<file path="config.mk">
export PLATFORM = sky130hd
export DESIGN_NAME = wr_port_nx_buf
export DESIGN_NICKNAME = d
export VERILOG_FILES = /design/src/rtl/wr_port_pkg.sv /design/src/rtl/wr_port_skid_fifo.sv /design/src/rtl/wr_port_nx_buf.sv
export SDC_FILE = /design/constraint.sdc
export NUM_CORES = 1
export LEC_CHECK = 0
export CAP_MARGIN = 15
export CORE_AREA = 2 2 260 262
export DETAILED_ROUTE_END_ITERATION = 10
export DIE_AREA = 0 0 262 264
export GPL_TIMING_DRIVEN = 0
export HOLD_SLACK_MARGIN = 0.03
export PLACE_DENSITY = 0.46
export SLEW_MARGIN = 20
export SYNTH_ARGS = -nofsm -noshare
export SYNTH_HDL_FRONTEND = slang
export SYNTH_SLANG_ARGS = --single-unit
</file>
<file path="constraint.sdc">
create_clock -name clk -period 11.09 [get_ports clk]
set_clock_uncertainty 0.15 [all_clocks]
set_input_delay 2.218 -clock clk [delete_from_list [all_inputs] [get_ports clk]]
set_output_delay 2.218 -clock clk [all_outputs]
set_load 0.005 [all_outputs]
</file>
<file path="src/rtl/wr_port_pkg.sv">
// ---------------------------------------------------------------------------
// wr_port_pkg
// Shared default constants for the register-file write-port buffer.
//   WR_PORT_NUM_PORTS : number of write source ports feeding the buffer
//   WR_PORT_ADDR_W    : register-file write address width
//   WR_PORT_DATA_W    : register-file write data width
//   WR_PORT_BUF_DEPTH : entries held between the source mux and the RF port
// ---------------------------------------------------------------------------
package wr_port_pkg;

  localparam int WR_PORT_NUM_PORTS = 8;
  localparam int WR_PORT_ADDR_W    = 6;
  localparam int WR_PORT_DATA_W    = 64;
  localparam int WR_PORT_BUF_DEPTH = 2;

endpackage : wr_port_pkg

</file>
<file path="src/rtl/wr_port_skid_fifo.sv">
// ---------------------------------------------------------------------------
// wr_port_skid_fifo
// Two-entry valid/ready FIFO that holds every bit of buffered write state.
// Ports:
//   clk, rst               : clock, synchronous active-high reset
//   in_valid/in_ready      : push handshake; in_ready depends on occupancy only
//   in_addr/in_data        : entry pushed on in_valid & in_ready
//   out_valid/out_ready    : pop handshake toward the register file
//   out_addr/out_data      : head entry, forced to zero when empty
//   entry_valid/entry_addr : per-slot view used for the read-hazard compare
// ---------------------------------------------------------------------------
module wr_port_skid_fifo
  import wr_port_pkg::*;
#(
  parameter int ADDR_W = WR_PORT_ADDR_W,
  parameter int DATA_W = WR_PORT_DATA_W
) (
  input  logic                                     clk,
  input  logic                                     rst,
  input  logic                                     in_valid,
  output logic                                     in_ready,
  input  logic [ADDR_W-1:0]                        in_addr,
  input  logic [DATA_W-1:0]                        in_data,
  output logic                                     out_valid,
  input  logic                                     out_ready,
  output logic [ADDR_W-1:0]                        out_addr,
  output logic [DATA_W-1:0]                        out_data,
  output logic [WR_PORT_BUF_DEPTH-1:0]             entry_valid,
  output logic [WR_PORT_BUF_DEPTH-1:0][ADDR_W-1:0] entry_addr
);

  logic [ADDR_W-1:0] addr_q [WR_PORT_BUF_DEPTH];
  logic [DATA_W-1:0] data_q [WR_PORT_BUF_DEPTH];
  logic              wr_ptr;
  logic              rd_ptr;
  logic [1:0]        count;
  logic              push;
  logic              pop;

  assign in_ready  = (count < 2'(WR_PORT_BUF_DEPTH));
  assign out_valid = (count != 2'd0);
  assign push      = in_valid & in_ready;
  assign pop       = out_valid & out_ready;

  // Empty buffer drives zeros so stale slot contents never reach the RF.
  assign out_addr = out_valid ? addr_q[rd_ptr] : '0;
  assign out_data = out_valid ? data_q[rd_ptr] : '0;

  // NOTE: sequential state uses non-blocking assignments so every register
  // samples pre-edge values regardless of statement order.
  always_ff @(posedge clk) begin
    if (rst) begin
      count  <= 2'd0;
      wr_ptr <= 1'b0;
      rd_ptr <= 1'b0;
    end else begin
      if (push) wr_ptr <= ~wr_ptr;
      if (pop)  rd_ptr <= ~rd_ptr;
      case ({push, pop})
        2'b10:   count <= count + 2'd1;
        2'b01:   count <= count - 2'd1;
        default: count <= count;
      endcase
    end
  end

  // NOTE: slot storage has no reset; validity comes solely from count, so
  // a reset only needs to clear the pointers and the occupancy.
  always_ff @(posedge clk) begin
    if (push) begin
      addr_q[wr_ptr] <= in_addr;
      data_q[wr_ptr] <= in_data;
    end
  end

  // NOTE: every always_comb output gets a default first so no path leaves
  // it unassigned, which would otherwise infer a latch.
  always_comb begin
    entry_valid = '0;
    if (count != 2'd0) entry_valid[rd_ptr]  = 1'b1;
    if (count == 2'd2) entry_valid[~rd_ptr] = 1'b1;
    for (int i = 0; i < WR_PORT_BUF_DEPTH; i++) entry_addr[i] = addr_q[i];
  end

endmodule : wr_port_skid_fifo

</file>
<file path="src/rtl/wr_port_nx_buf.sv">
// ---------------------------------------------------------------------------
// wr_port_nx_buf
// Selects one of NUM_PORTS write sources, buffers the write in a two-entry
// FIFO and presents it to a register-file write port, with an address
// hazard query against all buffered writes.
// Ports:
//   clk, rst                     : clock, synchronous active-high reset
//   select                       : one-hot source select from issue
//   port_wr_en/addr/data         : per-port write request, port i at slice i
//   in_ready                     : buffer can take a write this cycle
//   muxed_port_wr_en/addr/data   : head entry toward the register file
//   muxed_port_wr_ready          : register file consumes the head entry
//   chk_addr/chk_hit             : combinational pending-write hazard lookup
//   err_clr/err_multi_sel/err_sel: multi-hot select error status
// Build option WR_PORT_MULTI_SEL_CHK_EN: multi-hot selects are dropped and
// flagged; without it the lowest-index selected port wins and the error
// outputs are tied low.
// ---------------------------------------------------------------------------
module wr_port_nx_buf
  import wr_port_pkg::*;
#(
  parameter int NUM_PORTS = WR_PORT_NUM_PORTS,
  parameter int ADDR_W    = WR_PORT_ADDR_W,
  parameter int DATA_W    = WR_PORT_DATA_W
) (
  input  logic                          clk,
  input  logic                          rst,
  input  logic [NUM_PORTS-1:0]          select,
  input  logic [NUM_PORTS-1:0]          port_wr_en,
  input  logic [NUM_PORTS*ADDR_W-1:0]   port_wr_addr,
  input  logic [NUM_PORTS*DATA_W-1:0]   port_wr_data,
  output logic                          in_ready,
  output logic                          muxed_port_wr_en,
  output logic [ADDR_W-1:0]             muxed_port_wr_addr,
  output logic [DATA_W-1:0]             muxed_port_wr_data,
  input  logic                          muxed_port_wr_ready,
  input  logic [ADDR_W-1:0]             chk_addr,
  output logic                          chk_hit,
  input  logic                          err_clr,
  output logic                          err_multi_sel,
  output logic [NUM_PORTS-1:0]          err_sel
);

  logic [NUM_PORTS-1:0]                    eff_sel;
  logic                                    sel_en;
  logic [ADDR_W-1:0]                       sel_addr;
  logic [DATA_W-1:0]                       sel_data;
  logic [WR_PORT_BUF_DEPTH-1:0]             entry_valid;
  logic [WR_PORT_BUF_DEPTH-1:0][ADDR_W-1:0] entry_addr;

`ifdef WR_PORT_MULTI_SEL_CHK_EN
  logic is_multi;

  // x & (x-1) clears the lowest set bit; anything left means 2+ bits set.
  assign is_multi = ((select & (select - NUM_PORTS'(1))) != '0);
  assign eff_sel  = is_multi ? '0 : select;

  always_ff @(posedge clk) begin
    if (rst) begin
      err_multi_sel <= 1'b0;
      err_sel       <= '0;
    end else if (err_clr) begin
      // A clear coinciding with a new violation re-arms with the new capture.
      err_multi_sel <= is_multi;
      err_sel       <= is_multi ? select : '0;
    end else if (is_multi && !err_multi_sel) begin
      err_multi_sel <= 1'b1;
      err_sel       <= select;
    end
  end
`else
  logic unused_err_clr;

  // x & -x isolates the lowest set bit: fixed priority toward port 0.
  assign eff_sel        = select & (~select + NUM_PORTS'(1));
  assign err_multi_sel  = 1'b0;
  assign err_sel        = '0;
  assign unused_err_clr = err_clr;
`endif

  // eff_sel is one-hot or zero, so an OR-reduction is the mux.
  always_comb begin
    sel_en   = 1'b0;
    sel_addr = '0;
    sel_data = '0;
    for (int i = 0; i < NUM_PORTS; i++) begin
      if (eff_sel[i]) begin
        sel_en   = sel_en   | port_wr_en[i];
        sel_addr = sel_addr | port_wr_addr[i*ADDR_W +: ADDR_W];
        sel_data = sel_data | port_wr_data[i*DATA_W +: DATA_W];
      end
    end
  end

  wr_port_skid_fifo #(
    .ADDR_W (ADDR_W),
    .DATA_W (DATA_W)
  ) u_fifo (
    .clk         (clk),
    .rst         (rst),
    .in_valid    (sel_en),
    .in_ready    (in_ready),
    .in_addr     (sel_addr),
    .in_data     (sel_data),
    .out_valid   (muxed_port_wr_en),
    .out_ready   (muxed_port_wr_ready),
    .out_addr    (muxed_port_wr_addr),
    .out_data    (muxed_port_wr_data),
    .entry_valid (entry_valid),
    .entry_addr  (entry_addr)
  );

  always_comb begin
    chk_hit = 1'b0;
    for (int i = 0; i < WR_PORT_BUF_DEPTH; i++) begin
      if (entry_valid[i] && (entry_addr[i] == chk_addr)) chk_hit = 1'b1;
    end
  end

endmodule : wr_port_nx_buf
</file>
* Yosys cells after proc, flatten, opt, wreduce, memory -nomap -nowiden
Memory sizes are Yosys's and may differ from the RTL's. A register that Yosys moved wholly into a read port is not among the register bits.
Index checks and enable logic that the tools add are counted.
** Storage, ports and cells
- Bits in registers :: 4
- Latch bits :: 0
- Memory bits (writable) :: 140
- Memory bits (read-only) :: 0
- Bits of input ports :: 586
- Output and inout bits :: 82
- Logic and storage cells :: 93
- Memories :: 2
** Memory list
- u_fifo.data_q :: words 2, bits a word 64, read ports 1, clocked after Yosys merged registers in 1, wr ports 1, line wr_port_skid_fifo.sv:33 : logic [DATA_W-1:0] data_q [WR_PORT_BUF_DEPTH];
- u_fifo.addr_q :: words 2, bits a word 6, read ports 3, clocked after Yosys merged registers in 1, wr ports 1, line wr_port_skid_fifo.sv:32 : logic [ADDR_W-1:0] addr_q [WR_PORT_BUF_DEPTH];
** Operators by class
- Add/subtract/negate cells :: 3
- $mul :: 0
- Divide/modulo/power cells :: 0
- $lt $le $gt $ge :: 5
- Equality and inequality tests :: 5
- Shifts and indexed selects :: 0
- Multiplexer cells :: 41
- Bitwise gates (word level) :: 28
- Reduce and logical (&&, ||, !) cells :: 6
** Operator list (count)
- 2-to-1 mux 64 bit :: 9
- bitwise OR 64 bit :: 7
- 2-to-1 mux 6 bit :: 9
- bitwise OR 6 bit :: 7
- 2-to-1 mux 1 bit :: 18
- equality test 6 bit :: 2
- adder 8 x 1 -> 8 bit, second input constant :: 1
- bitwise AND 8 bit :: 1
- inverter 8 bit :: 1
- bitwise OR 1 bit :: 7
- equality test 2 bit, second input constant :: 2
- logical AND 1 bit :: 4
- less-than comparator 1 x 2 -> 1 bit, second input constant :: 2
- 2-to-1 mux 2 bit :: 2
- case mux 2 bit (2 select lines) :: 1
- nonzero test 2 bit :: 2
- adder 2 x 1 -> 2 bit, second input constant :: 1
- bitwise AND 1 bit :: 2
- demux 1 bit (select 1 bit) :: 2
- equality test 2 x 1 -> 1 bit, second input constant :: 1
- >= comparator 1 bit, second input constant :: 2
- less-than comparator 2 bit, second input constant :: 1
- inverter 1 bit :: 2
- bitwise OR 2 bit :: 1
- subtractor 2 x 1 -> 2 bit, second input constant :: 1

* Longest topological paths before layout
- Word-level depth :: 21
- Mapped depth :: 10
- Gate-level depth less buffers :: 8

* Modules after synthesis
Synthesis repeated with hierarchy kept, for this count alone.
** Second synthesis, totals
- Cell total of the unflattened synthesis :: 875
- Area total of the unflattened synthesis :: 9342.7 µm²
** By module, submodules not included
- wr_port_skid_fifo :: instances 1, cells each 324, area each 5502.8 µm², sequential area each 4304.1 µm²
- wr_port_nx_buf :: instances 1, cells each 551, area each 3839.9 µm², sequential area each 0.0 µm²

* Least setup slack after synthesis
OpenSTA, ideal clock, no wires.
- Path kind :: input -> register
- Start :: input port select[0]
- End :: memory u_fifo.addr_q[0][0] in the netlist's numbering (enable)
- Library setup time :: 0.584 ns
- Arrival :: 7.838 ns
- Required time :: 10.356 ns
- Path slack :: 2.518 ns
- Stages :: 6
- Buffers on the path :: 2
- Cell sequence :: buf_6 > nor4_4 > buf_2 > a32o_1 > a211oi_1 > nor3_1
** Between the ends
- Longest elaborated chain between the ends :: 21
** RTL lines
- from (decl) :: line wr_port_nx_buf.sv:28 : input logic [NUM_PORTS-1:0] select,
- inverter 8 bit :: line wr_port_nx_buf.sv:75 : assign eff_sel = select & (~select + NUM_PORTS'(1));
- adder 8 x 1 -> 8 bit :: line wr_port_nx_buf.sv:75
- bitwise AND 8 bit * :: line wr_port_nx_buf.sv:75
- 2-to-1 mux 1 bit :: line wr_port_nx_buf.sv:87 : if (eff_sel[i]) begin
- bitwise OR 1 bit :: line wr_port_nx_buf.sv:88 : sel_en = sel_en | port_wr_en[i];
- 2-to-1 mux 1 bit :: line wr_port_nx_buf.sv:87
- bitwise OR 1 bit :: line wr_port_nx_buf.sv:88
- 2-to-1 mux 1 bit :: line wr_port_nx_buf.sv:87
- [5 not listed]
- 2-to-1 mux 1 bit :: line wr_port_nx_buf.sv:87
- bitwise OR 1 bit :: line wr_port_nx_buf.sv:88
- 2-to-1 mux 1 bit :: line wr_port_nx_buf.sv:87
- bitwise OR 1 bit :: line wr_port_nx_buf.sv:88
- 2-to-1 mux 1 bit * :: line wr_port_nx_buf.sv:87
- bitwise AND 1 bit * :: line wr_port_skid_fifo.sv:42 : assign push = in_valid & in_ready;
- 2-to-1 mux 1 bit * :: line wr_port_skid_fifo.sv:70 : if (push) begin
- 2-to-1 mux 1 bit (implied by the code) * :: line wr_port_skid_fifo.sv:71 : addr_q[wr_ptr] <= in_addr;
- to (decl) :: line wr_port_skid_fifo.sv:32
Mark *: on every way between the ends. The rest lies on a longest branch, timed or not.

* Final worst setup path
- Start :: input port chk_addr[2]
- End :: output port chk_hit
** Between the ends
- Longest elaborated chain between the ends :: 4
- Elaborated cells between the ends (all ways) :: 6
- Those cells by class :: eq/ne: 2; mux: 2; reduce/logical: 2
** RTL lines
- from (decl) :: line wr_port_nx_buf.sv:37 : input logic [ADDR_W-1:0] chk_addr,
- equality test 6 bit :: line wr_port_nx_buf.sv:116 : if (entry_valid[i] && (entry_addr[i] == chk_addr)) chk_hit = 1'b1;
- logical AND 1 bit :: line wr_port_nx_buf.sv:116
- 2-to-1 mux 1 bit :: line wr_port_nx_buf.sv:116
- 2-to-1 mux 1 bit * :: line wr_port_nx_buf.sv:116
- to (decl) :: line wr_port_nx_buf.sv:38 : output logic chk_hit,
Marks and branches as above.

==> flow_summary.json <==
{
  "status": "finished, final reports clean",
  "postSynthAreaPerCell_um2": 9.91,
  "cts_root_buffer": "sky130_fd_sc_hd__clkbuf_16",
  "wire_per_inst_um": 25.5,
  "period_share_pct": 57.4,
  "num_io_pins": 668,
  "setup-violations-final": 0,
  "syn_area_um2": 9670,
  "drc_errors": 0,
  "signal_arrival_time_at_the_worst_endpoint_ns": 4.00,
  "hp-class": "reg2reg",
  "antenna_found_initial": 6,
  "max-slew-margin-rel_pct": 24.4,
  "clkLatencyLatePin_ns": 0.47,
  "final_cells": 2571,
  "mostFrequentLayoutCells": "sky130_fd_sc_hd__clkdlybuf4s50_1, sky130_fd_sc_hd__a22oi_1, sky130_fd_sc_hd__edfxtp_1",
  "drt-vias-per-instance": 4.37,
  "power_density_nw_per_um2": 141,
  "path_class": "in2out",
  "via_count": 11200,
  "worst-endpoint-required_ns": 8.72,
  "yosysSeqAreaShare_pct": 44.5,
  "grt_start_max_net_pins": 17,
  "ctsLongestPathBuffers": 2,
  "critical_path.endpoint_type": "primary output",
  "post_route_cells_drive_above_1_share_pct": 5.61,
  "first_pass_iters": 5,
  "sequential_cell_area_in_the_final_layout_um2": 4300,
  "report.final.hold_viol_count": 0,
  "crit_fanout": 2,
  "num-fill-cells": 7108,
  "grt_pass1_wl_um": 87300,
  "post_cts_resize_count": 0,
  "route.antenna.remaining_nets": 0,
  "maxCapViolations": 0,
  "netlist.top_cell.by_area": "sky130_fd_sc_hd__edfxtp_1",
  "post-place-cells": 2534,
  "cts_inserted_buffers": 17,
  "crit_path_cells": "clkdlybuf4s50_1 > xor2_1 > nor4_1 > nand4_1 > o21ai_0 > clkdlybuf4s50_1",
  "num-nets-final": 2267,
  "finish.instance_area_um2": 18200,
  "post_cts_setup_driven_buffer_insertion_count": 0,
  "placer_congestion_estimate": 0.852,
  "die-height_um": 264,
  "dpl.hpwl_um": 54800,
  "die_w_um": 262,
  "synth_top_area_share_pct": 43.5,
  "rsz0062_at_grt": "false",
  "via_count_of_the_first_global_routing_pass": 11900,
  "slowest_stage": "sky130_fd_sc_hd__clkdlybuf4s50_1",
  "yosys_cell_types": 40,
  "final-max-slew-violation-count": 0,
  "most_common_cell_after_layout_fill_and_taps_aside": "sky130_fd_sc_hd__clkdlybuf4s50_1",
  "layout-area-overhead-vs-synth_pct": 87.9,
  "core_um2": 66600,
  "synth-seq-cells": 145,
  "path_clk_slew_ns": 0.07,
  "start_util_pct": 14.5,
  "worst_ir_drop_vdd_v": 0.000119,
  "globalRoute.totalOverflow": 0,
  "timing.hold.ws_ns": 0.432,
  "syn-instance-count": 976,
  "io_buffer_count": 656,
  "detailed_router_s_first_iteration_violation_count": 622,
  "max_freq_mhz": 157,
  "fp.dieArea_um2": 69200,
  "setup_tns_final_ns": 0,
  "synth-warning-count": 0,
  "totalWireLength_um": 65500,
  "timing.final.crit_period_ns": 6.37,
  "multi_input_area_um2": 4880,
  "synthFlopType": "sky130_fd_sc_hd__edfxtp_1",
  "synth_edf_count": 140,
  "worstMarginPinSlew_ns": 1.13,
  "cts-hold-fix-buffers": 0,
  "std_cell_rows": 95,
  "number_of_sinks_on_the_clock_net": 145,
  "static-leakage-power_uw": 0.00611,
  "final_core_util_pct": 27.3,
  "critical_path.most_common_cell": "sky130_fd_sc_hd__clkdlybuf4s50_1",
  "tritoncts": "built",
  "ys_top_cells_by_area": "sky130_fd_sc_hd__edfxtp_1, sky130_fd_sc_hd__a22oi_1, sky130_fd_sc_hd__mux2i_1",
  "cp_slowest_stage_delay_ns": 0.57,
  "number_of_h_tree_levels": 4,
  "crit_path_start_kind": "input pin",
  "grt_use_total_pct": 18.3,
  "placed_area_um2": 17500,
  "asyncSetResetFlopFracSynth_pct": 0
}
[worst max-delay path, delay by kind of cell]
family | cells | cell delay (ns)
xor+xnor | 1 | 0.17
buf+inv | 2 | 1.04
simple gates | 2 | 0.45
compound gates | 1 | 0.12
[registers in the layout (all words and copies together) (netlist names), named ones only]
register	count
u_fifo.data_q	128
u_fifo.addr_q	12
u_fifo.count	2
u_fifo.rd_ptr	1
u_fifo.wr_ptr	1
[cells in the mapped netlist (all sizes together) (2+ instances only)]
master / n
xnor2: 11
nor2b: 5
nor2: 74
dfxtp: 5
mux2i: 72
nand2b: 46
nand3: 71
a211o: 26
clkbuf: 75
o2111ai: 45
a22oi: 140
xor2: 4
a221o: 45
and2: 2
a21oi: 5
inv: 3
nand4: 2
nor3: 4
nand2: 95
buf: 37
or2: 2
o21ai: 28
o211ai: 26
nor4: 2
edfxtp: 140
nand3b: 2
[per-layer routing]
layer	track usage [%]	share of wire (%)
met3	4.43	6.9
met5	0	0
met2	32.7	50
met4	7.53	3.1
met1	20.5	40
[cell type report]
class / instances / share of cell area, %
flip-flops and latches: 145 / 23.7
plain buffers: 112 / 2.89
inverters: 3 / 0.0619
clock inverters: 12 / 1.00
diodes: 5 / 0.0688
well taps: 873 / 6.01
repair buffers: 677 / 37.0
multi-input cells: 724 / 26.9
clock buffers: 20 / 2.40
[final timing paths]
path                                              startpoint                             end  slack, ns  cells after the start
worst max register to register  u_fifo.count[1]$_SDFFE_PP0P_  u_fifo.data_q[0][31]$_DFFE_PP_       8.40                      7
worst min-delay path              u_fifo.rd_ptr$_SDFFE_PP0P_      u_fifo.rd_ptr$_SDFFE_PP0P_       0.43                      2
worst max-delay path                             chk_addr[2]                         chk_hit       4.72                      6
worst min register to register    u_fifo.rd_ptr$_SDFFE_PP0P_      u_fifo.rd_ptr$_SDFFE_PP0P_       0.43                      2
[kinds of logic after synthesis]
| family | Yosys count | synth area share, % |
|---|---|---|
| AO/OA/AOI/OAI | 318 | 25.9 |
| AND/OR/NAND/NOR | 309 | 15.1 |
| flip-flops | 145 | 44.5 |
| buffers and inverters | 115 | 5.47 |
| multiplexers | 72 | 7.45 |
| XOR/XNOR | 15 | 1.36 |
| adder cells (fa/ha/maj) | 1 | 0.129 |
| other | 1 | 0.0388 |
[where the power goes]
part / total (µW) / internal [µW] / switching [µW] / leakage (µW)
Clock: 624 / 377 / 247 / 0.000291
Combinational: 1160 / 576 / 580 / 0.00445
Sequential: 778 / 749 / 29.2 / 0.00137
[per-stage QoR]
| step | setup WS (ns) | total power (µW) |
|---|---|---|
| finish | 4.72 | 2560 |
| global route | 4.60 | 2700 |
| CTS | 4.70 | 2620 |
| detailed placement | 4.33 | 1970 |
| global placement | -3.72 | 1980 |
| floorplan | 2.52 | 1230 |
No activity file was read; power rests on OpenSTA's default activity.
